### src/rtl/queue_node_writer_pkg.sv
// rtl/queue_node_writer_pkg.sv - shared pathfinding node types, slot ids and writer enums
package queue_node_writer_pkg;

  localparam logic [15:0] NODE_EMPTY_ID   = 16'd0;
  localparam logic [15:0] NODE_REMOVED_ID = 16'd800;

  typedef struct packed {
    logic [15:0] x;
    logic [15:0] y;
    logic [7:0]  terrain;
    logic [7:0]  flags;
  } map_node_t;

  typedef struct packed {
    logic [15:0]      node_id;
    logic [15:0]      parent_node_id;
    logic [15:0]      current_cost;
    logic [15:0]      heuristic_cost;
    logic [15:0]      total_cost;
    map_node_t        location;
    logic [7:0][15:0] neighbor_ids;
    logic [15:0]      depth;
  } node_info_t;

  // Removed slot: scans skip it and INSERT may reuse it.
  localparam node_info_t TOMBSTONE_NODE =
    node_info_t'({NODE_REMOVED_ID, NODE_REMOVED_ID, 16'hFFFF, 224'h0});

  typedef enum logic [1:0] {OP_CLEAR, OP_INSERT, OP_UPDATE, OP_REMOVE} op_e;
  typedef enum logic [1:0] {ERR_NONE, ERR_ADDR, ERR_RESERVED, ERR_SLOT} err_code_e;
  typedef enum logic [2:0] {IDLE, CLEAR_SWEEP, RD_WAIT, CHECK, WRITE, DONE} state_e;

  function automatic logic is_reserved_id(input logic [15:0] id);
    return (id == NODE_EMPTY_ID) || (id == NODE_REMOVED_ID);
  endfunction

endpackage

### src/rtl/queue_node_writer_if.sv
// rtl/queue_node_writer_if.sv - command handshake plus node RAM read/write port
interface queue_node_writer_if
  import queue_node_writer_pkg::*;
#(
  parameter int ADDR_W = 7
);
  logic              cmd_valid;
  logic              cmd_ready;
  logic [1:0]        cmd_op;
  logic [ADDR_W-1:0] cmd_addr;
  node_info_t        cmd_node;
  logic [ADDR_W-1:0] read_address;
  node_info_t        read_node;
  logic              write_enable;
  logic [ADDR_W-1:0] write_address;
  node_info_t        write_data;

  modport master (
    output cmd_valid, cmd_op, cmd_addr, cmd_node, read_node,
    input  cmd_ready, read_address, write_enable, write_address, write_data
  );

  modport slave (
    input  cmd_valid, cmd_op, cmd_addr, cmd_node, read_node,
    output cmd_ready, read_address, write_enable, write_address, write_data
  );
endinterface

### src/rtl/queue_entry_merge.sv
// rtl/queue_entry_merge.sv - slot check and write-data merge for INSERT/UPDATE/REMOVE
module queue_entry_merge
  import queue_node_writer_pkg::*;
(
  input  op_e        op,
  input  node_info_t stored,
  input  node_info_t cmd_node,
  output node_info_t write_data,
  output err_code_e  err_code
);
  always_comb begin
    write_data = stored;
    err_code   = ERR_NONE;
    case (op)
      OP_INSERT: begin
        write_data = cmd_node;
        if (!is_reserved_id(stored.node_id)) err_code = ERR_SLOT;
      end
      OP_UPDATE: begin
        write_data.parent_node_id = cmd_node.parent_node_id;
        write_data.current_cost   = cmd_node.current_cost;
        if (stored.node_id != cmd_node.node_id) err_code = ERR_SLOT;
      end
      OP_REMOVE: begin
        write_data = TOMBSTONE_NODE;
        if (stored.node_id != cmd_node.node_id) err_code = ERR_SLOT;
      end
      default: ;
    endcase
  end
endmodule

### src/rtl/queue_node_writer.sv
// rtl/queue_node_writer.sv - node queue RAM write controller; QUEUE_WRITER_SLOT_CHECK_EN enables INSERT/REMOVE slot reads
module queue_node_writer
  import queue_node_writer_pkg::*;
#(
  parameter int MAX_NODES = 100,
  parameter int ADDR_W    = 7,
  localparam int CNT_W    = $clog2(MAX_NODES + 1)
) (
  input  logic               clk,
  input  logic               reset,
  queue_node_writer_if.slave bus,
  output logic               busy,
  output logic               done,
  output logic               error,
  output logic [1:0]         err_code,
  output logic [CNT_W-1:0]   live_count
);
  state_e            state;
  op_e               op_q;
  logic [ADDR_W-1:0] addr_q;
  node_info_t        node_q;
  logic              write_enable;
  logic [ADDR_W-1:0] write_address;
  logic [ADDR_W-1:0] read_address;
  node_info_t        write_data;
  err_code_e         err_q;
  op_e               cmd_op;
  err_code_e         accept_err;
  err_code_e         merge_err;
  node_info_t        merge_data;

  assign cmd_op            = op_e'(bus.cmd_op);
  assign bus.cmd_ready     = (state == IDLE) && !reset;
  assign bus.read_address  = read_address;
  assign bus.write_enable  = write_enable;
  assign bus.write_address = write_address;
  assign bus.write_data    = write_data;
  assign busy              = (state != IDLE);
  assign err_code          = err_q;

  always_comb begin
    accept_err = ERR_NONE;
    if (cmd_op != OP_CLEAR) begin
      if (int'(bus.cmd_addr) >= MAX_NODES) accept_err = ERR_ADDR;
      else if (is_reserved_id(bus.cmd_node.node_id)) accept_err = ERR_RESERVED;
    end
  end

  queue_entry_merge u_merge (
    .op         (op_q),
    .stored     (bus.read_node),
    .cmd_node   (node_q),
    .write_data (merge_data),
    .err_code   (merge_err)
  );

  always_ff @(posedge clk) begin
    if (reset) begin
      state         <= IDLE;
      op_q          <= OP_CLEAR;
      addr_q        <= '0;
      node_q        <= '0;
      write_enable  <= 1'b0;
      write_address <= '0;
      write_data    <= '0;
      read_address  <= '0;
      done          <= 1'b0;
      error         <= 1'b0;
      err_q         <= ERR_NONE;
      live_count    <= '0;
    end else begin
      write_enable <= 1'b0;
      done         <= 1'b0;
      error        <= 1'b0;
      case (state)
        IDLE: if (bus.cmd_valid) begin
          op_q   <= cmd_op;
          addr_q <= bus.cmd_addr;
          node_q <= bus.cmd_node;
          err_q  <= accept_err;
          if (accept_err != ERR_NONE) begin
            state <= DONE;
            done  <= 1'b1;
            error <= 1'b1;
          end else begin
            case (cmd_op)
              OP_CLEAR: begin
                state         <= CLEAR_SWEEP;
                write_enable  <= 1'b1;
                write_address <= '0;
                write_data    <= '0;
              end
              OP_UPDATE: begin
                state        <= RD_WAIT;
                read_address <= bus.cmd_addr;
              end
              default: begin
`ifdef QUEUE_WRITER_SLOT_CHECK_EN
                state        <= RD_WAIT;
                read_address <= bus.cmd_addr;
`else
                state         <= WRITE;
                write_enable  <= 1'b1;
                write_address <= bus.cmd_addr;
                write_data    <= (cmd_op == OP_INSERT) ? bus.cmd_node : TOMBSTONE_NODE;
`endif
              end
            endcase
          end
        end
        CLEAR_SWEEP: begin
          if (write_address == ADDR_W'(MAX_NODES - 1)) begin
            state      <= DONE;
            done       <= 1'b1;
            live_count <= '0;
          end else begin
            write_enable  <= 1'b1;
            write_address <= write_address + 1'b1;
          end
        end
        RD_WAIT: state <= CHECK;
        CHECK: begin
          if (merge_err != ERR_NONE) begin
            state <= DONE;
            done  <= 1'b1;
            error <= 1'b1;
            err_q <= merge_err;
          end else begin
            state         <= WRITE;
            write_enable  <= 1'b1;
            write_address <= addr_q;
            write_data    <= merge_data;
          end
        end
        WRITE: begin
          state <= DONE;
          done  <= 1'b1;
          if (op_q == OP_INSERT && live_count != CNT_W'(MAX_NODES))
            live_count <= live_count + 1'b1;
          else if (op_q == OP_REMOVE && live_count != '0)
            live_count <= live_count - 1'b1;
        end
        DONE:    state <= IDLE;
        default: state <= IDLE;
      endcase
    end
  end
endmodule

### src/flat_wrapper.sv
// flat-port wrapper written by rule: the top's interface ports become plain ports
module queue_node_writer_flat import queue_node_writer_pkg::*;
#(
  parameter int MAX_NODES = 100,
  parameter int ADDR_W    = 7,
  localparam int CNT_W    = $clog2(MAX_NODES + 1)
)
  (clk, reset, busy, done, error, err_code, live_count, bus_cmd_valid, bus_cmd_op, bus_cmd_addr, bus_cmd_node, bus_read_node, bus_cmd_ready, bus_read_address, bus_write_enable, bus_write_address, bus_write_data);
  queue_node_writer_if #(.ADDR_W(ADDR_W)) bus_i ();
  input  logic clk;
  input  logic reset;
  output logic busy;
  output logic done;
  output logic error;
  output logic [1:0] err_code;
  output logic [CNT_W-1:0] live_count;
  input wire logic [$bits(bus_i.cmd_valid)-1:0] bus_cmd_valid;
  input wire logic [$bits(bus_i.cmd_op)-1:0] bus_cmd_op;
  input wire logic [$bits(bus_i.cmd_addr)-1:0] bus_cmd_addr;
  input wire logic [$bits(bus_i.cmd_node)-1:0] bus_cmd_node;
  input wire logic [$bits(bus_i.read_node)-1:0] bus_read_node;
  output wire logic [$bits(bus_i.cmd_ready)-1:0] bus_cmd_ready;
  output wire logic [$bits(bus_i.read_address)-1:0] bus_read_address;
  output wire logic [$bits(bus_i.write_enable)-1:0] bus_write_enable;
  output wire logic [$bits(bus_i.write_address)-1:0] bus_write_address;
  output wire logic [$bits(bus_i.write_data)-1:0] bus_write_data;
  assign bus_i.cmd_valid = bus_cmd_valid;
  assign bus_i.cmd_op = bus_cmd_op;
  assign bus_i.cmd_addr = bus_cmd_addr;
  assign bus_i.cmd_node = bus_cmd_node;
  assign bus_i.read_node = bus_read_node;
  assign bus_cmd_ready = bus_i.cmd_ready;
  assign bus_read_address = bus_i.read_address;
  assign bus_write_enable = bus_i.write_enable;
  assign bus_write_address = bus_i.write_address;
  assign bus_write_data = bus_i.write_data;
  queue_node_writer #(.MAX_NODES(MAX_NODES), .ADDR_W(ADDR_W)) u_core (.clk(clk), .reset(reset), .bus(bus_i), .busy(busy), .done(done), .error(error), .err_code(err_code), .live_count(live_count));
endmodule
### config.mk
export PLATFORM = sky130hd
export DESIGN_NAME = queue_node_writer_flat
export DESIGN_NICKNAME = d
export VERILOG_FILES = /design/src/rtl/queue_node_writer_pkg.sv /design/src/rtl/queue_node_writer_if.sv /design/src/rtl/queue_entry_merge.sv /design/src/rtl/queue_node_writer.sv /design/src/flat_wrapper.sv
export SDC_FILE = /design/constraint.sdc
export NUM_CORES = 2
export LEC_CHECK = 0
export CAP_MARGIN = 30
export CORE_AREA = 2 2 331 333
export CTS_BUF_LIST = sky130_fd_sc_hd__clkbuf_16
export DETAILED_ROUTE_END_ITERATION = 10
export DIE_AREA = 0 0 333 335
export DONT_BUFFER_PORTS = 1
export HOLD_SLACK_MARGIN = 0.15
export PLACE_DENSITY = 0.38
export SETUP_SLACK_MARGIN = 0.02
export SLEW_MARGIN = 10
export SYNTH_ARGS = -nofsm -noshare
export SYNTH_HDL_FRONTEND = slang
export SYNTH_HIERARCHICAL = 1
export SYNTH_SLANG_ARGS = --single-unit
### constraint.sdc
create_clock -name clk -period 8.1 [get_ports clk]
set_input_delay 1.62 -clock clk [delete_from_list [all_inputs] [get_ports clk]]
set_output_delay 1.62 -clock clk [all_outputs]
set_load 0.1 [all_outputs]
* Word level (Yosys, flattened, before mapping)
Index checks and enable logic that the tools add are counted. Widths: inputs -> output; s select.
Operators by class: add/sub/neg operators 3, reductions and logical operators 27, bitwise operators 1, muxes and demuxes 46, $lt $le $gt $ge 1, eq/ne operators 22
Operator list (count):
- $mux 272 | 4
- $pmux 272 s2 | 2
- $pmux 224 s2 | 1
- $pmux 32 s2 | 1
- $mux 7 | 7
- $eq 16x10->1 const B | 2
- $logic_not 16->1 | 2
- $pmux 16 s2 | 1
- $pmux 7 s2 | 2
- $pmux 7 s3 | 1
- $ne 16x16->1 | 1
- $pmux 3 s5 | 1
- $add 7x1->7 const B | 2
- $mux 2 | 7
- $mux 1 | 10
- $ne 2x2->1 const B | 5
- $reduce_bool 2->1 | 5
- $mux 3 | 3
- $pmux 2 s2 | 2
- $eq 7x7->1 const B | 1
- $ge 7x7->1 const B | 1
- $ne 7x7->1 const B | 1
- $reduce_bool 7->1 | 1
- $sub 7x1->7 const B | 1
- 24 further kinds | 36
Storage, ports and cells: bits in registers 582, output and inout port bits 300, logic and storage cells 146

* Longest topological paths before layout
depth after elaboration 9, depth in mapped cells 15, depth with buffers taken out 10

* By module
Netlist, hierarchy kept.
Modules (own cells, without submodules):
- queue_node_writer | area each 25189.2 µm², cells each 3024, instances 1, seq. area each 11651.2 µm²
- queue_entry_merge | area each 3163.0 µm², cells each 444, instances 1, seq. area each 0.0 µm²

* Worst setup path after synthesis
No wires, ideal clock.
path type input to output, start point input reset, end point output bus_cmd_ready, data arrival time 3.525 ns, cell stages on the path 4, setup slack 2.955 ns, data required time 6.480 ns, buffers on the path 3, cell sequence clkbuf_1 clkbuf_1 clkbuf_1 nor2_1
On the way: cells in the longest elaborated chain, start to end 2
Ends and longest elaborated chain:
- start, declared | RTL line flat_wrapper.sv:11 | input logic reset;
- $logic_not 1->1 | RTL line queue_node_writer.sv:33 | assign bus.cmd_ready = (state == IDLE) && !reset;
- $logic_and 1x1->1 | RTL line queue_node_writer.sv:33
- end, declared | RTL line flat_wrapper.sv:22 | output wire logic [$bits(bus_i.cmd_ready)-1:0] bus_cmd_ready;
No other way between the ends.

* Final worst setup path
start point input bus_read_node[271], end point register, netlist name u_core/bus.write_data[57]
On the way: cells in the longest elaborated chain, start to end 7, elaborated cells between the ends (all ways) 10, those cells by class eq/ne (3); mux (3); reduce/logical (4)
Ends and longest elaborated chain:
- start, declared | RTL line flat_wrapper.sv:21 | input wire logic [$bits(bus_i.read_node)-1:0] bus_read_node;
- $eq 16x10->1 or $logic_not 16->1 (tied branches) | RTL line queue_node_writer_pkg.sv:34 | return (id == NODE_EMPTY_ID) || (id == NODE_REMOVED_ID);
- $logic_or 1x1->1 | RTL line queue_node_writer_pkg.sv:34
- $mux 2 | RTL line queue_entry_merge.sv:17 | if (!is_reserved_id(stored.node_id)) err_code = ERR_SLOT;
- $pmux 2 s2 * | RTL line queue_entry_merge.sv:14 | case (op)
- net u_core.merge_err[0] | RTL line queue_node_writer.sv:29 | err_code_e merge_err;
- $reduce_bool 2->1 * | RTL line queue_node_writer.sv:123 | if (merge_err != ERR_NONE) begin
- $ne 2x2->1 (no source line) *
- $reduce_and 5->1 (no source line) *
The timed path passes the listed nets; every way through them passes the cells marked *. A chain may end at the register's enable or synchronous reset.

==> results.yml <==
sta:
  timing.final.ws_setup_ns: 3.460
  timing.final.hold_violations: 0
  finClkSkew_ns: 0.03077
  period_needed_ns: 4.640
  clock.fmax_mhz: 215.5
  finalSetupViolCount: 0
  fin_tns_setup_ns: 0
  slew_headroom_pct: -91.64
  post-route-period-util_pct: 57.28
  drv_slew: 273
  worstMarginPinSlew_ns: 2.875
  rsz0062_at_grt: "no"
pwr:
  clkPwrFrac_pct: 24.8
  internal_power_mw: 7.014
  power_frac_comb_pct: 33.0
  p_leak_nw: 11.94
  sequentialPowerShare_pct: 42.2
  power_density_mw_per_mm2: 388.8
  power.share.switching_pct: 47.78
  p_switching_mw: 6.417
  vdd_drop_max_mv: 0.1967
drt:
  viasPerCell: 5.224
  wl_um: 120200
  route.detailed.drc: 0
  firstDrtPassIters: 5
  antenna_left: 0
  vias: 25604
  wl_per_cell_um: 24.52
  drt_iter0_drc: 1495
global_routing:
  grt_pass1_wl_um: 174400
  antenna_found_initial: 11
  busiest_layer: "met2"
  grt-ovfl-total: 0
  first_global_vias: 24517
  grt_util_met3_pct: 6.702
  track_usage_pct: 20.37
  grt_start_max_net_pins: 587
  grt.met1_usage_pct: 23.92
  gr-usage-met2_pct: 35.26
finish:
  final_core_util_pct: 31.96
  layout_common_cells: "916 x nand2_1, 582 x dfxtp_1, 360 x a21oi_1"
  fin_cells: 4901
  drive_gt1_share_pct: 15.09
  postLayoutCellArea_mm2: 0.03454
  multi_input_area_mm2: 0.01505
  nets: 3991
  area_delta_synth_final_pct: 21.84
  fillerInstances: 11415
  layout_commonest_cell: "nand2_1"
  regArea_mm2: 0.01165
clock_tree:
  ctsHoldBuffers: 0
  cts_resized: 0
  cts_root_buf: "clkbuf_16"
  cts_buffer_depth: 3
  clk_latency_ns: 0.64
  cts_num_sinks: 582
  clkTransAtPathRegs_ns: 0.06
  cts_buffers: 77
  cts.htree.levels: 3
  tritoncts: "built"
  post-cts-setup-buffer-count: 0
yosys:
  ys_ff_latch: 582
  syn_nets: 4035
  synthCells: 3468
  yosysWarnings: 6
  yosysSeqAreaShare_pct: 41.09
  synth_ff_type: "dfxtp_1"
  syn_area_mm2: 0.02835
  ys_async_sr_fraction_pct: 0
  syn_avg_cell_area_um2: 8.175
  yosysUniqueCellTypes: 63
  synth_edf_count: 0
placement:
  numPortBuffers: 0
  gp_congestion: 0.7661
  dp_slack_ns: 2.855
  dp_cells: 4725
  placed_area_mm2: 0.03164
  dpl.hpwl_um: 75700
worst_setup_path:
  cp_data_required_time_ns: 8.60
  critPathSlowestCell: "a21boi_4"
  worst-path-buf-inv: 3
  critPathTopFamily: "compound AO/OA/AOI/OAI gates"
  critPathKind: "in -> reg"
  crit_chain: "xnor2_1, nand4_1, nor4_1, o32ai_1, buf_4, nor2_1, o221a_2, o31ai_2, a21boi_4, buf_12, buf_12, nor2_1, a311oi_2"
  critPathCaptureType: "flip-flop"
  cp_data_arrival_time_ns: 5.14
  max_stage_delay_ns: 0.50
  start_kind: "primary input"
  cp_max_fo: 106
floorplanning:
  dieArea_mm2: 0.1116
  core_mm2: 0.1081
  die_w_um: 333
  row_count: 121
  fp.dieH_um: 335
  initial_utilization_pct: 26.23
  io_pins: 856
hold_path:
  hp-class: "reg -> reg"
run:
  drv_cap: 0
outcome:
  violations: "slew limit"
  outcome: "finished with violations"
[routing by layer]
layer / vias up / share of wire, %
li1: 12214 / -
met1: 12397 / 40
met2: 859 / 49
met3: 130 / 8.5
met4: 4 / 2.1
met5: - / 0.019
[logic make-up (layout without fill, tap and decap cells)]
logic type      count (synthesis)  after routing  share of synthesized area (%)
simple gates                 1516           1516                          21.72
compound gates                962            962                          29.72
flops                         582            582                          41.09
buf+inv                       368            379                          6.024
xor+xnor                       21             21                         0.6487
fa+ha+maj                      11             11                         0.5119
mux                             8              8                         0.2824
other cells                     0              8                              0
[worst register-to-register path: cells and delay by family (launching register included)]
kind,cells,cell delay (ns)
buf+inv,5,1.76
compound gates,5,1.20
simple gates,3,0.62
flops,1,0.39
fa+ha+maj,1,0.17
[path summary, 6_finish.rpt]
kind                           start                   endpoint  slack, ns  cells past startpoint
hold reg to reg     u_core/addr_q[2]           u_core/addr_q[2]       0.45                      2
setup reg to reg      u_core/op_q[1]  u_core/bus.write_data[57]       3.84                     14
setup / recovery  bus_read_node[271]  u_core/bus.write_data[57]       3.46                     13
hold / removal      u_core/addr_q[2]           u_core/addr_q[2]       0.45                      2
[flip-flops by register name, indices dropped and copies added, names as in the netlist]
register                  flops
u_core/state                  3
u_core/error                  1
u_core/node_q               272
u_core/op_q                   2
u_core/bus.read_address       7
u_core/addr_q                 7
u_core/err_code               2
u_core/bus.write_address      7
u_core/live_count             7
u_core/done                   1
u_core/bus.write_data       272
u_core/bus.write_enable       1
[synthesized netlist by cell type (all sizes together) (5+ instances only)]
library cell / n / area share, %
a211o: 5 / 0.15
nor4: 6 / 0.13
nor2: 286 / 3.8
o21ai: 44 / 0.79
mux2i: 8 / 0.28
inv: 14 / 0.19
clkbuf: 241 / 3.2
nand3: 260 / 4.6
a22o: 237 / 7.3
a311oi: 250 / 13
dfxtp: 582 / 41
o211ai: 25 / 0.66
nand2: 917 / 12
a21oi: 360 / 6.4
nor2b: 7 / 0.15
nand4: 6 / 0.13
buf: 113 / 2.6
nor3: 13 / 0.25
xnor2: 19 / 0.59
ha: 10 / 0.44
[area by class of cell]
type                            count  area share [%]
Antenna cell                        8         0.05795
Clock buffer                       79           5.723
Clock inverter                     55           1.239
Inverter                           14          0.1521
Multi-Input combinational cell   2518           43.57
Sequential cell                   582           33.73
Tap cell                         1414           5.122
Timing Repair Buffer              231           10.41
[power by group through the flow]
stage / clock [mW] / sequential, mW / combinational, mW
6_report: 3.34 / 5.67 / 4.43
5_1_grt: 3.56 / 5.73 / 4.73
4_1_cts: 3.44 / 5.78 / 4.23
3_5_place_dp: 0 / 5.83 / 4.22
3_3_place_gp: 0 / 6.57 / 2.77
2_1_floorplan: 0 / 6.41 / 2.22
[stage by stage]
stage	power [mW]	hold slack, ns
after floorplan	8.637	0.4357
after global placement	9.341	0.4430
after detailed placement	10.05	0.4465
after CTS	13.45	0.4543
after global routing	14.02	0.4669
final	13.43	0.4521
Note: power is estimated with default switching activity, not from simulation.
